$ cat src/rtl/dcache_pkg.sv
// Shared types and address-field helpers for the data cache.
// Used by the miss controller and by the tag array.
package dcache_pkg;

    typedef enum logic [1:0] {
        IDLE,
        WB,
        REFILL,
        INSTALL
    } state_t;

    function automatic int calc_off_w(input int words);
        return $clog2(words);
    endfunction

    function automatic int calc_tag_w(
        input int addr_w,
        input int index_w,
        input int words
    );
        return addr_w - index_w - $clog2(words) - 2;
    endfunction

    // Field slices are returned as LSB positions so callers keep native widths
    function automatic int off_lsb();
        return 2;
    endfunction

    function automatic int index_lsb(input int off_w);
        return off_w + 2;
    endfunction

    function automatic int tag_lsb(input int index_w, input int off_w);
        return index_w + off_w + 2;
    endfunction

endpackage

$ cat src/rtl/dcache_beat_cnt.sv
// Word-beat counter for line transfers: clear, ack-enable,
// terminal-count flag.
module dcache_beat_cnt #(
    parameter int W = 2
) (
    input  logic         clk,
    input  logic         rst,
    input  logic         clr,
    input  logic         en,
    output logic [W-1:0] cnt,
    output logic         last
);

    always_ff @(posedge clk or negedge rst) begin
        if (!rst) begin
            cnt <= '0;
        end else if (clr) begin
            cnt <= '0;
        end else if (en) begin
            cnt <= cnt + 1'b1;
        end
    end

    assign last = &cnt;

endmodule

$ cat src/rtl/dcache_miss_ctrl.sv
// Blocking D-cache miss handler: dirty victim writeback, word-serial
// refill and tag install while holding the pipeline stall.
module dcache_miss_ctrl
    import dcache_pkg::*;
#(
    parameter int ADDR_W  = 32,
    parameter int DATA_W  = 32,
    parameter int WORDS   = 4,
    parameter int INDEX_W = 6,
    localparam int OFF_W  = calc_off_w(WORDS),
    localparam int TAG_W  = calc_tag_w(ADDR_W, INDEX_W, WORDS)
) (
    input  logic              clk,
    input  logic              rst,
    input  logic              i_MemEnable,
    input  logic              i_RW_MEM,
    input  logic [ADDR_W-1:0] i_Addr,
    input  logic              i_Hit,
    input  logic              i_VictimDirty,
    input  logic [TAG_W-1:0]  i_VictimTag,
    output logic              o_DCache_Miss,
    output logic              o_Mem_Req,
    output logic              o_Mem_We,
    output logic [ADDR_W-1:0] o_Mem_Addr,
    output logic [DATA_W-1:0] o_Mem_WData,
    input  logic              i_Mem_Ack,
    input  logic [DATA_W-1:0] i_Mem_RData,
    output logic [OFF_W-1:0]  o_Arr_Word,
    input  logic [DATA_W-1:0] i_Arr_RData,
    output logic              o_Arr_WE,
    output logic [DATA_W-1:0] o_Arr_WData,
    output logic              o_Tag_WE
);

    localparam int IDX_LSB = index_lsb(OFF_W);
    localparam int TAG_LSB = tag_lsb(INDEX_W, OFF_W);

    state_t             state;
    logic [TAG_W-1:0]   line_tag;
    logic [TAG_W-1:0]   vic_tag;
    logic [INDEX_W-1:0] line_idx;
    logic [OFF_W-1:0]   cnt;
    logic               cnt_last;
    logic               start;
    logic               busy;
    logic               beat;
    logic               unused_bits;

    // Loads and stores allocate alike; the word offset only matters on the hit path
    assign unused_bits = ^{i_RW_MEM, i_Addr[IDX_LSB-1:0]};

    assign start = (state == IDLE) & i_MemEnable & ~i_Hit;
    assign busy  = (state == WB) | (state == REFILL);
    assign beat  = busy & i_Mem_Ack;

    dcache_beat_cnt #(
        .W(OFF_W)
    ) u_cnt (
        .clk  (clk),
        .rst  (rst),
        .clr  (start),
        .en   (beat),
        .cnt  (cnt),
        .last (cnt_last)
    );

    always_ff @(posedge clk or negedge rst) begin
        if (!rst) begin
            state    <= IDLE;
            line_tag <= '0;
            vic_tag  <= '0;
            line_idx <= '0;
        end else begin
            unique case (state)
                IDLE: begin
                    if (start) begin
                        line_tag <= i_Addr[TAG_LSB +: TAG_W];
                        line_idx <= i_Addr[IDX_LSB +: INDEX_W];
                        vic_tag  <= i_VictimTag;
                        state    <= i_VictimDirty ? WB : REFILL;
                    end
                end
                WB: begin
                    if (beat && cnt_last) state <= REFILL;
                end
                REFILL: begin
                    if (beat && cnt_last) state <= INSTALL;
                end
                INSTALL: state <= IDLE;
                default: state <= IDLE;
            endcase
        end
    end

    always_comb begin
        o_DCache_Miss = (state != IDLE) | (i_MemEnable & ~i_Hit);
        o_Mem_Req     = busy;
        o_Mem_We      = (state == WB);
        o_Mem_Addr    = '0;
        o_Mem_WData   = '0;
        o_Arr_Word    = '0;
        o_Arr_WE      = 1'b0;
        o_Arr_WData   = '0;
        o_Tag_WE      = (state == INSTALL);
        if (busy) begin
            o_Mem_Addr = {(state == WB) ? vic_tag : line_tag,
                          line_idx, cnt, 2'b00};
            o_Arr_Word = cnt;
        end
        if (state == WB) begin
            o_Mem_WData = i_Arr_RData;
        end
        if (state == REFILL && i_Mem_Ack) begin
            o_Arr_WE    = 1'b1;
            o_Arr_WData = i_Mem_RData;
        end
    end

endmodule
$ cat config.mk
export PLATFORM = sky130hd
export DESIGN_NAME = dcache_miss_ctrl
export DESIGN_NICKNAME = d
export VERILOG_FILES = /design/src/rtl/dcache_pkg.sv /design/src/rtl/dcache_beat_cnt.sv /design/src/rtl/dcache_miss_ctrl.sv
export SDC_FILE = /design/constraint.sdc
export NUM_CORES = 1
export LEC_CHECK = 0
export CORE_MARGIN = 8
export CORE_UTILIZATION = 35
export CTS_CLUSTER_DIAMETER = 150
export CTS_CLUSTER_SIZE = 24
export DETAILED_ROUTE_END_ITERATION = 7
export PLACE_DENSITY = 0.82
export SLEW_MARGIN = 25
export SYNTH_ARGS = -nofsm -noshare
export SYNTH_HDL_FRONTEND = slang
export SYNTH_HIERARCHICAL = 1
export SYNTH_SLANG_ARGS = --single-unit
$ cat constraint.sdc
create_clock -name clk -period 1.85 [get_ports clk]
set_input_delay 0.37 -clock clk [delete_from_list [all_inputs] [get_ports clk]]
set_output_delay 0.37 -clock clk [all_outputs]
set_load 0.02 [all_outputs]
# After elaboration in Yosys (flattened, before gate mapping)
# Index checks and enable logic that the tools add are counted.
[totals] regBits=54 out_inout_bits=103 word_cells=40
[classes] addsub=1 eq_ne=6 n_mux=13 bitwise_logic=7 n_reduce_logical=8
[op_table] cell="32-bit two-way mux" n=3
[op_table] cell="22-bit two-way mux" n=1
[op_table] cell="2-bit two-way mux" n=7
[op_table] cell="2-bit one-hot mux with 4 select lines" n=1
[op_table] cell="1-bit bitwise AND" n=4
[op_table] cell="2-bit == test (second input constant)" n=2
[op_table] cell="2-bit != test (second input constant)" n=2
[op_table] cell="2-bit AND reduction" n=2
[op_table] cell="2-bit nonzero test" n=2
[op_table] cell="3-bit AND reduction" n=1
[op_table] cell="2-bit by 1-bit adder with 2-bit output (second input constant)" n=1
[op_table] cell="2-bit by 1-bit == test with 1-bit output (second input constant)" n=1
[op_table] cell="1-bit logical AND" n=2
[op_table] cell="2-bit logical NOT" n=1
[op_table] cell="2-bit by 1-bit != test with 1-bit output (second input constant)" n=1
[op_table] cell="1-bit bitwise OR" n=2
[op_table] cell="1-bit two-way mux" n=1
[op_table] cell="1-bit inverter" n=1

# Logic depth before layout (Yosys ltp)
# Gate-level depths: netlist (run 1).
[logic_depth] ltp_word=6 mapped_depth=6 depth_no_buf=5

# Hierarchy
# Netlist (run 1), hierarchy kept.
[by_module_without_submodules] module="dcache_miss_ctrl" n_inst=1 cells_per_inst=264 area_per_inst_um2=2966.6
[by_module_without_submodules] module="dcache_beat_cnt" n_inst=1 cells_per_inst=7 area_per_inst_um2=88.8

# Least setup slack after synthesis (run 1)
# Ideal clock, no wire load.
[synth_path] path_type="register -> output" startpoint="register state[1]" endpoint="output port o_Mem_Addr[25]" arrival_time_ns=1.614 required_time_ns=1.480 path_slack_ns=-0.134 stages_incl_launch_ff=7 cell_sequence="dfrtp_1 -> inv_1 -> ha_1 -> buf_4 -> buf_2 -> mux2i_1 -> nor2b_1"
[synth_between] elab_chain_len=3
[synth_rtl] element="from (decl)" line="dcache_miss_ctrl.sv:38" source="state_t state;"
[synth_rtl] element="from (signal assigned)" line="dcache_miss_ctrl.sv:80" source="state <= i_VictimDirty ? WB : REFILL;"
[synth_rtl] element="2-bit by 1-bit == test with 1-bit output (*)"
[synth_rtl] element="named net o_Mem_We" line="dcache_miss_ctrl.sv:23" source="output logic o_Mem_We,"
[synth_rtl] element="22-bit two-way mux or 1-bit bitwise OR (tied branches)" line="dcache_miss_ctrl.sv:106, dcache_miss_ctrl.sv:53"
[synth_rtl] element="32-bit two-way mux (*)" line="dcache_miss_ctrl.sv:105" source="if (busy) begin"
[synth_rtl] element="to (decl)" line="dcache_miss_ctrl.sv:24" source="output logic [ADDR_W-1:0] o_Mem_Addr,"
# Mark *: on every way through the listed nets, which the timed path passes. The rest lies on a longest branch.

# Final worst setup path (run 1)
[layout_path] startpoint="register state[1]" endpoint="output port o_Mem_Addr[24]"
[layout_between] elab_chain_len=3
[layout_rtl] element="2-bit by 1-bit == test with 1-bit output or 2-bit == test (tied branches)" line="dcache_miss_ctrl.sv:53, dcache_miss_ctrl.sv:106"
[layout_rtl] element="22-bit two-way mux or 1-bit bitwise OR (tied branches)" line="dcache_miss_ctrl.sv:106, dcache_miss_ctrl.sv:53"
[layout_rtl] element="32-bit two-way mux (*)" line="dcache_miss_ctrl.sv:105"
# Mark *: on every way between the ends. The rest lies on a longest branch, timed or not.

==> impl_metrics.csv, run 1 <==
group,metric,value,unit
status,status,"complete, but fails checks",
status,violations,"setup timing",
cts,clk_pin_slew,90,ps
routing,drc,0,
cts,cts_sinks,54,
sta,clock-skew-final,4.53,ps
sta,hold_slack,74.2,ps
floorplanning,die_x,109,um
setup_path,worstPathCellList,"inv_2, ha_4, buf_12, mux2i_2, nor2b_2, clkdlybuf4s15_2",
sta,final.period_utilization,1.12,
cts,clockRootBuffer,"clkbuf_8",
finish,fillCellCount,666,
finish,fin_area,5870,sq um
routing,avgViaCountPerCell,4.67,
synth,ys_seq_area_frac,0.442,
place,post-dp-hpwl,9070,um
global_routing,grt_max_degree,40,
sta,tns,-9500,ps
floorplanning,core,8590,sq um
synth,yosysUniqueCellTypes,22,
floorplanning,die_area,12000,sq um
floorplanning,die_h,109,um
setup_path,crit_cells,6,
setup_path,required,1480,ps
place,dp_cells,591,
sta,max_freq,482,MHz
sta,setup_viol,97,
setup_path,worstSetupStartpointType,"flop",
setup_path,reg2reg_depth,7,
finish,multi_input_area,1780,sq um
sta,max_slew_margin,0.589,
cts,clock_path_buffers,2,
setup_path,cp.arrival,1700,ps
hold_path,hp-class,"input pin to async pin",
synth,ys_async_sr_fraction,1.00,
sta,rsz0062_at_grt,"yes",
sta,tightest_slew,617,ps
power_and_ir_drop,p_per_area,1620,nW/um^2
cts,cts_tree,"done",
place,port_buffers,220,
sta,post-route-worst-setup-slack,-224,ps
setup_path,criticalPathCategory,"flop to output pin",
power_and_ir_drop,p_leak,2.75,nW
setup_path,timing.rr.end,"state[0]",
routing,wl_per_cell,19.1,um
setup_path,end_kind,"output pin",
setup_path,slowest_stage,"dfrtp_1",
routing,firstDrtPassIters,4,
floorplanning,start_util,0.356,
sta,final_max_slew_viol_count,0,
finish,drive_above_1_share,0.405,
finish,utilization,0.684,
global_routing,grtUsageTotal,0.183,
setup_path,cp_max_fo,6,
finish,fin_cells,612,
synth,ys.flop_type,"dfrtp_1",
synth,synthCells,271,
global_routing,grt_pass1_vias,3016,
cts,cts_made_buffers,5,
finish,area_delta_synth_final,92.3,%
finish,final_cell_mix,"clkdlybuf4s50_1, dfrtp_1, buf_4",
setup_path,r2r-start,"state[1]",
routing,num_vias,2858,
setup_path,r2r_slack,100,ps
cts,clk_latency,300,ps
power_and_ir_drop,finalPower,9.51,mW
global_routing,grt_pass1_wl,17000,um
setup_path,path_buf_inv,3,
routing,first_iter_violations,61,
synth,synth-warning-count,6,
cts,htree_num_levels,2,
cts,cts_hold_buf,0,
place,place_area,5570,sq um
finish,final_net_count,635,
run,maxCapViolCount,0,
floorplanning,ioPinCount,228,
power_and_ir_drop,max-vdd-ir-drop,0.00129,V
floorplanning,std_cell_rows,34,
sta,hold_violations,0,
global_routing,gr-total-overflow,0,
synth,avgSynthCellArea,11.3,sq um
finish,seqCellArea,1350,sq um
routing,drt_wl_total,11700,um
routing,ant_nets,0,
setup_path,worst_path_dominant_cell_family,"buffers and inverters",
finish,diodes,0,
synth,synth_area,3060,sq um
synth,synth_edf_count,0,
place,dp_slack,-357,ps
place,place.gp.congestion,0.816,
global_routing,antenna_found_initial,0,
synth,synth-seq-cells,54,
sta,min_period,2070,ps
finish,final_common_cell,"clkdlybuf4s50_1",
setup_path,max_stage_delay,390,ps
## sequential cells by signal, indices dropped and copies added (netlist names)
| name | flops |
|---|---|
| line_tag | 22 |
| vic_tag | 22 |
| line_idx | 6 |
| state | 2 |
| u_cnt/cnt | 2 |
## how the worst max path moves through the flow
| stage | from | endpoint | slack (ps) |
|---|---|---|---|
| after floorplan | state[1] | o_Mem_WData[10] | -40 |
| after global placement | i_Mem_Ack | o_Arr_WData[10] | -340 |
| after detailed placement | i_Mem_Ack | o_Arr_WData[15] | -360 |
| after global routing | state[1] | o_Mem_Addr[23] | -290 |
| after CTS | state[1] | o_Mem_Addr[22] | -260 |
| final | state[1] | o_Mem_Addr[24] | -220 |
## timing repair
action                                  4_1_cts  5_1_grt
gates resized for setup                     490       81
endpoints found under the setup margin      100      101
buffers inserted                              6        7
pin swaps                                     0        2
gates cloned                                  2        1
## cells by family (layout without fill, tap and decap cells)
kind of cell / after synthesis / in the layout / share of synthesized area
flip-flops: 54 / 54 / 0.442
adder cells (fa/ha/maj): 6 / 6 / 0.0246
other: 1 / 2 / 0.00123
XOR/XNOR: 1 / 1 / 0.00287
AND/OR/NAND/NOR: 104 / 104 / 0.210
AO/OA/AOI/OAI: 2 / 2 / 0.00573
multiplexers: 76 / 76 / 0.269
buffers and inverters: 27 / 259 / 0.0442
## worst reg2reg max path, cell delays in order, from the launching register on
cell	delay, ps
dfrtp_1	390
buf_4	140
buf_4	130
ha_4	180
buf_16	150
or2_1	230
a22oi_2	190
mux2i_1	260
## layer usage
layer / vias to the layer above / global-route usage / routed length, um
li1: 1374 / - / -
met1: 1346 / 0.207 / 4410
met2: 125 / 0.334 / 6020
met3: 13 / 0.0463 / 1050
met4: 0 / 0.0453 / 176
met5: - / 0 / 0
## synthesized netlist by cell type, drive strengths merged (2+ instances only)
library cell   n  area share
dfrtp         54        0.44
mux2          50        0.18
and2          42       0.086
and3          32       0.066
mux2i         26       0.085
nor2b         22       0.045
buf           15       0.029
clkbuf         9       0.011
ha             6       0.025
inv            3      0.0037
nand2          2      0.0025
nor2           2      0.0025
## cell type report
type                            instances  area share
Multi-Input combinational cell        191       0.302
Clock buffer                            6      0.0141
Clock inverter                          1     0.00511
Inverter                                3     0.00192
Timing Repair Buffer                  249       0.423
Tap cell                              108      0.0230
Sequential cell                        54       0.230
## power by group
group	switching (mW)	internal, mW
combinational	3.07	3.52
clock	0.361	0.433
sequential	0.355	1.78
total	3.78	5.73
Note: power is estimated with default switching activity, not from simulation.
==> inputs of run 2 (changes only) <==
Settings changed: CTS_CLUSTER_DIAMETER 150 to 60, SLEW_MARGIN 25 to not set.
==> results of run 2 <==
Final layout, timing and power as in run 1 (identical DEF).
==> inputs of run 3 (changes only) <==
Settings changed: CTS_CLUSTER_DIAMETER 60 to 200, GPL_TIMING_DRIVEN set to 0.
==> impl_metrics.csv, run 3 (synthesis gave the netlist of run 1 again) <==
group,metric,value,unit
sta,min_period,2060,ps
routing,ant_nets,0,
run,maxCapViolCount,0,
sta,final.period_utilization,1.12,
routing,wl_per_cell,21.6,um
finish,reg_top3,"line_tag x22, vic_tag x22, line_idx x6",
hold_path,hp-class,"input pin to async pin",
routing,drt_wl_total,13700,um
cts,htree_num_levels,2,
floorplanning,std_cell_rows,34,
routing,drc,0,
sta,final_max_slew_viol_count,0,
global_routing,grt_pass1_wl,18300,um
floorplanning,die_x,109,um
floorplanning,core,8590,sq um
sta,rsz0062_at_grt,"yes",
routing,avgViaCountPerCell,4.93,
finish,diodes,0,
finish,final_common_cell,"clkdlybuf4s50_1",
setup_path,cp.arrival,1690,ps
cts,cts_sinks,54,
global_routing,grtUsageTotal,0.198,
cts,cts_made_buffers,5,
finish,final_net_count,655,
global_routing,grt_pass1_vias,3188,
setup_path,end_kind,"output pin",
cts,clockRootBuffer,"clkbuf_8",
power_and_ir_drop,max-vdd-ir-drop,0.000885,V
finish,drive_above_1_share,0.480,
place,place.gp.congestion,0.838,
finish,final_cell_mix,"clkdlybuf4s50_1, buf_6, dfrtp_1",
cts,clk_pin_slew,100,ps
sta,clock-skew-final,8.34,ps
sta,hold_slack,81.1,ps
place,dp_slack,-819,ps
routing,firstDrtPassIters,4,
global_routing,antenna_found_initial,0,
power_and_ir_drop,p_leak,2.93,nW
routing,num_vias,3123,
sta,tightest_slew,639,ps
power_and_ir_drop,finalPower,10.9,mW
floorplanning,ioPinCount,228,
setup_path,criticalPathCategory,"flop to output pin",
global_routing,grt_max_degree,29,
sta,hold_violations,0,
global_routing,gr-total-overflow,0,
place,port_buffers,220,
finish,utilization,0.753,
cts,clock_path_buffers,2,
finish,area_delta_synth_final,112,%
floorplanning,die_area,12000,sq um
sta,post-route-worst-setup-slack,-214,ps
status,status,"complete, but fails checks",
routing,first_iter_violations,112,
power_and_ir_drop,p_per_area,1690,nW/um^2
setup_path,cp_max_fo,7,
setup_path,required,1480,ps
setup_path,worstSetupStartpointType,"flop",
sta,max_slew_margin,0.574,
floorplanning,die_h,109,um
sta,setup_viol,97,
floorplanning,start_util,0.356,
status,violations,"setup timing",
place,post-dp-hpwl,9700,um
cts,cts_tree,"done",
sta,max_freq,484,MHz
cts,clk_latency,300,ps
run 3: cell types whose count changed in the layout (fill, tap and decap cells not counted), sizes merged:
cell           before  now
bufinv              1    0
clkinv              0    1
clkdlybuf4s50     118  117
clkdlybuf4s15       4    0
clkbuf              8   19
dlygate4sd2         0    3
buf               125  137
run 3: worst paths after layout:
kind | start | to | slack [ps] | depth (start not counted)
setup reg to reg | state[0] | state[0] | 100 | 7
setup / recovery | state[1] | o_Mem_Addr[29] | -210 | 7
max in group asynchronous | rst | state[0] | 1200 | 2
min in group clk | line_tag[12] | line_tag[12] | 500 | 1
hold / removal | rst | vic_tag[17] | 80 | 1
hold reg to reg | line_tag[12] | line_tag[12] | 500 | 1
run 3: area by class of cell:
cell class / instances / area [sq um]
timing repair buffer: 245 / 2660
fill: 530 / 2120
multi-input combinational: 191 / 1930
sequential: 54 / 1350
buffer: 24 / 275
tap: 108 / 135
clock buffer: 7 / 96.3
inverter: 3 / 11.3
clock inverter: 1 / 8.76
run 3: timing repair:
| item | CTS | global route |
|---|---|---|
| hold endpoints to repair | 0 | 0 |
| cloned | 4 | 4 |
| resized for setup | 630 | 109 |
| hold buffers | 0 | 0 |
| pin swaps | 8 | 3 |
| buffers inserted | 12 | 4 |
| setup endpoints to repair | 102 | 100 |
run 3: routing by layer:
layer  global-route usage  share of wire  vias up
li1                     -              -     1416
met1                0.213           0.37     1565
met2                0.364           0.54      127
met3               0.0645          0.075       15
met4               0.0540          0.017        0
met5                    0              0        -
run 3: where the power goes:
group	switching [mW]	total (mW)	internal [mW]
Sequential	0.401	2.18	1.78
Clock	0.376	0.720	0.344
Combinational	3.47	8.04	4.56
run 3: worst max-delay path, stage by stage (launching register included):
cell     delay (ps)
dfrtp_1         400
inv_2            90
ha_4            160
buf_12          150
buf_12          150
mux2i_2         240
nor2b_2          70
buf_6           130
run 3: per-stage QoR:
| stage | TNS, ps | instance area, sq um | instances |
|---|---|---|---|
| floorplan | -1230 | 3140 | 272 |
| global placement | -122020 | 5480 | 600 |
| detailed placement | -63780 | 5490 | 601 |
| CTS | -11570 | 6010 | 625 |
| global route | -20180 | 6470 | 633 |
| finish | -13560 | 6470 | 633 |
